==> config.mk <==
export PLATFORM = sky130hd
export DESIGN_NAME = key_enc
export DESIGN_NICKNAME = d
export VERILOG_FILES = /design/src/rtl/key_enc.sv
export SDC_FILE = /design/constraint.sdc
export NUM_CORES = 1
export LEC_CHECK = 0
export CORE_MARGIN = 2
export CORE_UTILIZATION = 32
export CTS_BUF_LIST = sky130_fd_sc_hd__clkbuf_4 sky130_fd_sc_hd__clkbuf_8
export CTS_CLUSTER_SIZE = 25
export DETAILED_ROUTE_END_ITERATION = 16
export PLACE_DENSITY_LB_ADDON = 0.05
export SETUP_SLACK_MARGIN = 0.3
export SLEW_MARGIN = 20
export SYNTH_ARGS = -nofsm -noshare
export SYNTH_HDL_FRONTEND = slang
export SYNTH_SLANG_ARGS = --single-unit
==> constraint.sdc <==
create_clock -name clk -period 4.7 [get_ports clk]
set_input_delay 0.94 -clock clk [delete_from_list [all_inputs] [get_ports clk]]
set_output_delay 0.94 -clock clk [all_outputs]
set_load 0.1 [all_outputs]
==> src/rtl/key_enc.sv <==
// Debounced 10-key decimal encoder with a valid/ready output register.
// One code per press/release cycle; simultaneous keys are reported as 4'hF with err set.
`timescale 1ns/1ps

module key_enc #(
  parameter int DEBOUNCE = 4
) (
  input  logic       clk,
  input  logic       rst_n,
  input  logic [9:0] in,
  output logic [3:0] out,
  output logic       err,
  output logic       valid,
  input  logic       ready,
  output logic       ovf
);

  // state | meaning
  // IDLE  | no key seen, waiting for a nonzero sample
  // DEB   | press seen, counting identical samples before accepting it
  // HELD  | code emitted, key still down; further key changes ignored
  // REL   | all keys up, counting zero samples before re-arming
  typedef enum logic [1:0] {IDLE, DEB, HELD, REL} state_t;

  localparam logic [7:0] CNT_LAST = 8'(DEBOUNCE - 1);

  logic [9:0] sync1, s;
  state_t     state, state_nxt;
  logic [7:0] cnt, cnt_nxt;
  logic [9:0] snap, snap_nxt;
  logic       emit;
  logic [3:0] code;
  logic       code_err;
  logic [3:0] n_set;

  always_ff @(posedge clk or negedge rst_n) begin
    if (!rst_n) begin
      sync1 <= '0;
      s     <= '0;
    end else begin
      sync1 <= in;
      s     <= sync1;
    end
  end

  always_ff @(posedge clk or negedge rst_n) begin
    if (!rst_n) begin
      state <= IDLE;
      cnt   <= '0;
      snap  <= '0;
    end else begin
      state <= state_nxt;
      cnt   <= cnt_nxt;
      snap  <= snap_nxt;
    end
  end

  always_comb begin
    state_nxt = state;
    cnt_nxt   = cnt;
    snap_nxt  = snap;
    case (state)
      IDLE: begin
        if (s != '0) begin
          snap_nxt  = s;
          cnt_nxt   = '0;
          state_nxt = DEB;
        end
      end
      DEB: begin
        if (s != snap)
          state_nxt = IDLE;
        else if (cnt == CNT_LAST)
          state_nxt = HELD;
        else
          cnt_nxt = cnt + 8'd1;
      end
      HELD: begin
        if (s == '0) begin
          cnt_nxt   = '0;
          state_nxt = REL;
        end
      end
      REL: begin
        if (s != '0)
          state_nxt = HELD;
        else if (cnt == CNT_LAST)
          state_nxt = IDLE;
        else
          cnt_nxt = cnt + 8'd1;
      end
      default: state_nxt = IDLE;
    endcase
  end

  always_comb begin
    emit = (state == DEB) && (s == snap) && (cnt == CNT_LAST);
  end

  // Encode from snap: it equals s on the emitting edge and is held stable.
  always_comb begin
    code  = 4'h0;
    n_set = 4'd0;
    for (int i = 0; i < 10; i++) begin
      if (snap[i]) begin
        n_set = n_set + 4'd1;
        code  = 4'(i);
      end
    end
    code_err = (n_set > 4'd1);
    if (code_err)
      code = 4'hF;
  end

  always_ff @(posedge clk or negedge rst_n) begin
    if (!rst_n) begin
      out   <= 4'h0;
      err   <= 1'b0;
      valid <= 1'b0;
      ovf   <= 1'b0;
    end else if (emit && (!valid || ready)) begin
      out   <= code;
      err   <= code_err;
      valid <= 1'b1;
    end else if (emit) begin
      ovf <= 1'b1;
    end else if (valid && ready) begin
      valid <= 1'b0;
    end
  end

endmodule

==> summary.txt, run 1 <==
Yosys
  • Post-synth top area share: 0.413
  • Seq cells post-synth: 47
  • Register area share after synthesis: 0.413
  • Syn Nets: 312
  • Largest area contributor in the netlist: dfrtp_1
  • Post-synth cell types: 50
  • Syn Std Cell Area: 2850 um^2
  • Average size of a mapped cell: 9.92 um^2
  • Number of synthesized flops with an enable pin: 0
  • Yosys warns: 0
  • Syn Inst Count: 287
  • Post-synth top flop: dfrtp_1
  • Async SR Flop Fraction: 1.00
  • Area contributors post-synth: dfrtp_1 (41%), ha_1 (5.3%), xor2_1 (5.2%)

Power and ir drop
  • Pleak: 0.00165 uW
  • Maximum VDD drop: 0.000153 V
  • PwrDens: 346 nW/um^2

GRT
  • Overall routing resource usage: 0.141
  • Antenna violations before repair: 0
  • Largest net degree at the start of global routing: 48
  • Number of global-route vias before repair: 2,309
  • Total grt overflow: 0
  • Global-route wire length before repair: 11,100 um

Timing
  • Worst Skew: 0.0103 ns
  • Minimum hold slack: 0.352 ns
  • Final worst setup slack: -0.0172 ns
  • Unrepaired setup endpoints after global routing: yes
  • Min Tclk post-route: 4.72 ns
  • Worst slew pin tran: 0.979 ns
  • Fmax: 212 MHz
  • Final Cycle Share: 1.00
  • Slew Limit Fails: 0
  • Rel. slew slack: 0.345
  • Count of final setup violators: 2
  • Setup_tns: -0.0317 ns
  • Final Hold Vio Count: 0

Layout
  • Post-Layout Cell Count: 455
  • Register area: 1180 um^2
  • Synthesis-to-layout area growth: 33.0%
  • Highest-count cells in the layout ignoring fill and taps: dfrtp_1 (46), buf_4 (45), nor2_1 (27)
  • Layout cells sized above 1: 0.300
  • Core Util, Final: 0.436
  • Multi-input gate area: 1790 um^2
  • Fillcell total: 855
  • Nets: 371
  • Inserted Diodes: 0
  • Most common cell after layout, fill and taps aside: dfrtp_1

Critical path
  • Crit-path max FO: 3
  • Flop2flop setup slack: -0.02 ns
  • Crit Path Category: flop to flop
  • Worst Setup SP: snap[0]
  • Arrival @ worst endpoint: 4.90 ns
  • Kind of end point of the critical path: flop
  • Worst r2r path cells: 24
  • FF-to-FF Start: snap[0]
  • CP Launch Type: flop
  • Worst Path Required: 4.89 ns
  • R2r endpoint: out[1]

Floorplan
  • Die width: 98.3 um
  • Rows: 34
  • Die Footprint: 9670 um^2
  • Die Y: 98.3 um
  • Core area: 8680 um^2
  • Initial core utilization: 0.328
  • I/O pin cnt: 20

Route
  • Initial detailed-routing violation count: 60
  • TritonRoute pass-1 iters: 4
  • Wire per inst: 13.5 um
  • Post-Route WL: 6120 um
  • DRC: 0
  • Final ANT Viol Nets: 0
  • Vias: 2,188
  • Vias/cell: 4.81

CTS
  • H-tree depth: 2
  • Clock Path Buffers: 2
  • CTS sink count: 47
  • Clk_lat worst skew: 0.30 ns
  • CTS clk-pin slew, worst paths: 0.09 ns
  • CTS Root Cell: clkbuf_8
  • CTS tree: yes
  • CTS Buf Count: 5

Placement
  • Buffers on Ports: 19
  • DP HPWL: 4640 um
  • Dpl ws: -0.165 ns
  • Routability congestion estimate: 0.792
  • Placed cell count: 431

Hold path
  • WHS Path Cells: 0
  • HP Class: flop to flop
  • HP Start: sync1[0]
  • Hold worst-path end: s[0]

Outcome
  • Status: finished with violations
  • Failing checks: setup timing

Flow run
  • Max Cap Violations: 0
## layout make-up
type,instances,share of cell area
clock buffer,5,0.0182
clock inverter,3,0.0122
inverter,13,0.0129
multi-input combinational,216,0.473
sequential,47,0.311
tap,108,0.0357
timing repair buffer,63,0.137
## where the power goes
| group | total (uW) | internal, uW | switching (uW) | leakage (uW) |
|---|---|---|---|---|
| registers | 435 | 417 | 17.8 | 0.000582 |
| logic | 574 | 319 | 255 | 0.00101 |
| clock network | 300 | 160 | 140 | 0.0000548 |
| total | 1310 | 896 | 413 | 0.00165 |
## layer usage
layer / global-route usage / wire (um) / vias to the layer above / part of all wire
li1: - / - / 1115 / -
met1: 0.190 / 2870 / 1042 / 0.47
met5: 0 / 0 / - / 0
met4: 0.0379 / 73 / 0 / 0.012
met2: 0.237 / 3050 / 25 / 0.50
met3: 0.0215 / 126 / 6 / 0.021
## worst max-delay path by stage
stage                        end  slack [ns]  cells past startpoint
after global routing         err       -0.27                     23
final                     out[1]       -0.02                     24
after global placement       err       -0.05                     26
after detailed placement  out[1]       -0.16                     24
after CTS                 out[1]       -0.02                     24
after floorplan              err        0.06                     24
## cells in the mapped netlist, drive strengths merged (6+ instances only)
cell	instances
mux2	8
clkbuf	9
nor2	28
a21oi	10
dfrtp	47
nand2	23
o21ai	18
xnor2	16
nand3	12
inv	13
xor2	18
ha	12
nand2b	6
## worst max-delay path: stages (launching register included)
cell	delay (ns)
dfrtp_1	0.40
inv_2	0.08
ha_4	0.30
xnor2_4	0.12
inv_2	0.06
ha_4	0.22
nand2b_4	0.13
nand3_2	0.06
o21ai_2	0.06
xor2_2	0.15
mux2_4	0.28
ha_4	0.26
inv_2	0.03
a32oi_2	0.19
and3_4	0.22
nor2_2	0.04
mux2_4	0.27
ha_4	0.28
nand2_1	0.05
mux2_4	0.30
a221oi_4	0.29
nand3_1	0.13
o221ai_2	0.26
mux2i_2	0.32
a21oi_1	0.10
## metrics by stage
stage | power, uW | cell area [um^2]
6_report | 1310 | 3790
5_1_grt | 1410 | 3790
4_1_cts | 1300 | 3710
3_5_place_dp | 946 | 3460
3_3_place_gp | 943 | 3460
2_1_floorplan | 789 | 2980
## kinds of logic (layout without fill, tap and decap cells)
kind of cell,Yosys count,count (layout),share of synthesized area
fa+ha+maj,12,12,0.0527
flops,47,47,0.413
xor+xnor,39,39,0.153
simple gates,100,100,0.174
buf+inv,24,84,0.0321
mux,13,13,0.0492
compound gates,52,52,0.127
## state kept, by name, indices dropped and copies added (netlist names)
signal / cells
err: 1
out: 4
valid: 1
snap: 10
state: 2
ovf: 1
sync1: 10
s: 10
cnt: 8
## repair_timing
item | 4_1_cts | 5_1_grt
gates resized for setup | 8 | 9
hold buffers | 0 | 0
setup endpoints to repair | 5 | 5
pin swaps | 18 | 15
buffers inserted | 12 | 4
No activity file was read; power rests on OpenSTA's default activity.
==> run 2: changes to the inputs <==
--- a/config.mk
+++ b/config.mk
@@ -8,6 +8,7 @@
 export CORE_MARGIN = 2
 export CORE_UTILIZATION = 32
 export CTS_BUF_LIST = sky130_fd_sc_hd__clkbuf_4 sky130_fd_sc_hd__clkbuf_8
+export CTS_CLUSTER_DIAMETER = 200
 export CTS_CLUSTER_SIZE = 25
 export DETAILED_ROUTE_END_ITERATION = 16
 export PLACE_DENSITY_LB_ADDON = 0.05
==> constraint.sdc (replaced) <==
create_clock -name clk -period 4.9 [get_ports clk]
set_input_delay 0.98 -clock clk [delete_from_list [all_inputs] [get_ports clk]]
set_output_delay 0.98 -clock clk [all_outputs]
set_load 0.1 [all_outputs]
==> run 2 against run 1 <==
Net effect: the run now ends clean; critical path depth is the same; global-route usage shrank 0.17 points; register-to-register slack gained 0.18 ns; combinational power grew 3.7%; highest routed layer unchanged.
==> summary.txt, run 2 (synthesis results as in run 1) <==
Hold path
  • HP Start: sync1[3]
  • WHS Path Cells: 0 (unchanged)
  • HP Class: flop to flop
  • Hold worst-path end: s[3]

Layout
  • Multi-input gate area: 1880 um^2 (+4.7%)
  • Core Util, Final: 0.437 (+0.000576)
  • Layout cells sized above 1: 0.303 (+0.00323)
  • Synthesis-to-layout area growth: 33.2%
  • Highest-count cells in the layout ignoring fill and taps: dfrtp_1 (46), buf_4 (38), nor2_1 (27)
  • Register area: 1180 um^2 (unchanged)
  • Fillcell total: 862 (+0.82%)
  • Nets: 364 (-1.9%)
  • Most common cell after layout, fill and taps aside: dfrtp_1
  • Inserted Diodes: 0 (unchanged)
  • Top flop regs: s: 10 flops, snap: 10 flops, sync1: 10 flops

Critical path
  • Arrival @ worst endpoint: 4.92 ns (+0.02 ns)
  • Crit-path max FO: 3 (unchanged)
  • Cell family with most CP delay: multiplexers
  • Flop2flop setup slack: 0.16 ns (+0.18 ns)
  • Worst r2r path cells: 24 (unchanged)
  • Crit Path Category: flop to flop
  • CP Depth: 24 (unchanged)
  • R2r endpoint: out[1]
  • FF-to-FF Start: snap[0]
  • Crit-path most repeated cell: ha_4
  • Worst Path Required: 5.09 ns (+0.20 ns)
  • CP cell instances: inv_2 > ha_4 > xnor2_4 > inv_2 > ha_4 > nand2b_4 > nand3_2 > o21ai_2 > xor2_2 > mux2_4 > ha_4 > inv_2 > a32oi_4 > and3_4 > nor2_2 > mux2_4 > ha_4 > nand2_2 > mux2_4 > a221oi_4 > nand3_2 > o221ai_4 > mux2i_4 > a21oi_1
  • CP Launch Type: flop
  • Crit path buffers/inverters: 3 (unchanged)
  • Crit-path slowest cell: dfrtp_1
  • CP max stage delay: 0.38 ns (-0.02 ns)
  • Kind of end point of the critical path: flop

Timing
  • Final Hold Vio Count: 0 (unchanged)
  • Final worst setup slack: 0.165 ns (+0.182 ns)
  • Unrepaired setup endpoints after global routing: yes
  • Count of final setup violators: 0 (-2)
  • Rel. slew slack: 0.347 (+0.00167)
  • Final Cycle Share: 0.966 (-0.0373)
  • Fmax: 211 MHz (-0.38%)
  • Worst slew pin tran: 0.976 ns (-0.00250 ns)
  • Minimum hold slack: 0.347 ns (-0.00527 ns)
  • Worst Skew: 0.0125 ns (+0.00216 ns)
  • Slew Limit Fails: 0 (unchanged)
  • Min Tclk post-route: 4.74 ns (+0.0182 ns)

Route
  • Initial detailed-routing violation count: 74 (+23%)
  • Post-Route WL: 6350 um (+3.7%)
  • Vias: 2,208 (+0.91%)
  • DRC: 0 (unchanged)
  • Vias/cell: 4.93 (+2.5%)
  • TritonRoute pass-1 iters: 4 (unchanged)
  • Wire per inst: 14.2 um (+5.3%)
  • Final ANT Viol Nets: 0 (unchanged)

Floorplan
  • Die Y: 98.3 um (unchanged)
  • Initial core utilization: 0.328 (unchanged)
  • Rows: 34 (unchanged)
  • I/O pin cnt: 20 (unchanged)
  • Core area: 8680 um^2 (unchanged)
  • Die Footprint: 9670 um^2 (unchanged)
  • Die width: 98.3 um (unchanged)

GRT
  • Number of global-route vias before repair: 2,285 (-1.0%)
  • Global-route wire length before repair: 11,000 um (-0.75%)
  • Antenna violations before repair: 0 (unchanged)
  • Total grt overflow: 0 (unchanged)
  • Overall routing resource usage: 0.139 (-0.00173)
  • Largest net degree at the start of global routing: 48 (unchanged)

Power and ir drop
  • PwrDens: 328 nW/um^2 (-5.1%)
  • Maximum VDD drop: 0.000181 V (+18%)
  • Pleak: 0.00162 uW (-1.9%)

Placement
  • DP HPWL: 4570 um (-1.5%)
  • Dpl ws: -0.145 ns (+0.0197 ns)
  • Buffers on Ports: 19 (unchanged)
  • Routability congestion estimate: 0.775 (-2.2%)

CTS
  • CTS tree: yes
  • CTS clk-pin slew, worst paths: 0.09 ns (about the same)
  • H-tree depth: 2 (unchanged)
  • CTS sink count: 47 (unchanged)
  • Clk_lat worst skew: 0.30 ns (about the same)
  • CTS Buf Count: 5 (unchanged)
  • CTS Root Cell: clkbuf_8
  • Clock Path Buffers: 2 (unchanged)
  • CTS Hold Bufs: 0 (unchanged)

Flow run
  • Max Cap Violations: 0 (unchanged)

Outcome
  • Status: completed
==> run 2: changes by cell type in the layout (fill, tap and decap cells not counted), moves of 2 or more <==
cell / previous run / this run
o221ai_4: 0 / 2
a21oi_2: 0 / 3
buf_4: 45 / 38
a21oi_1: 10 / 7
==> run 2: worst max path at each step <==
stage,start,to
floorplan,snap[1],err
global placement,snap[1],out[2]
detailed placement,snap[1],out[2]
CTS,snap[0],out[2]
global route,snap[0],out[1]
finish,snap[0],out[1]
==> run 2: metal layers <==
| layer | part of all wire | up-vias | global-route usage |
|---|---|---|---|
| met5 | 0 | - | 0 |
| met4 | 0.012 | 0 | 0.0443 |
| met3 | 0.015 | 5 | 0.0193 |
| met2 | 0.52 | 15 | 0.247 |
| met1 | 0.45 | 1077 | 0.174 |
| li1 | - | 1111 | - |
==> run 2: per-stage QoR <==
| stage | setup TNS, ns | cells | total power [uW] | instance area [um^2] |
|---|---|---|---|---|
| after floorplan | 0 | 287 | 751 | 2960 |
| after global placement | -0.267 | 424 | 898 | 3390 |
| after detailed placement | -0.416 | 424 | 892 | 3390 |
| after CTS | 0 | 445 | 1190 | 3650 |
| after global routing | -0.0372 | 448 | 1340 | 3790 |
| final | 0 | 448 | 1240 | 3790 |
==> run 2: repair_timing <==
action,in CTS,in global routing
pin swaps,16,12
setup endpoints to repair,5,5
gates resized for setup,11,19
buffers inserted,13,3
==> run 2: power by group <==
group | total [uW] | internal (uW) | switching (uW)
sequential | 418 | 400 | 17.8
combinational | 595 | 327 | 268
clock | 231 | 105 | 126
==> run 2: area by class of cell <==
type                       instances  share of cell area
clock buffer                       6              0.0201
tap                              108              0.0356
clock inverter                     2             0.00330
timing repair buffer              56               0.123
inverter                          13              0.0129
multi-input combinational        216               0.495
sequential                        47               0.311
==> run 2: worst register-to-register path, stage by stage (launching register included) <==
cell and delay (ns):
dfrtp_1 0.38, inv_2 0.07, ha_4 0.30, xnor2_4 0.12, inv_2 0.06, ha_4 0.24
nand2b_4 0.14, nand3_2 0.06, o21ai_2 0.07, xor2_2 0.19, mux2_4 0.28, ha_4 0.26
inv_2 0.03, a32oi_4 0.16, and3_4 0.22, nor2_2 0.05, mux2_4 0.27, ha_4 0.29
nand2_2 0.05, mux2_4 0.29, a221oi_4 0.28, nand3_2 0.13, o221ai_4 0.26, mux2i_4 0.31
a21oi_1 0.09
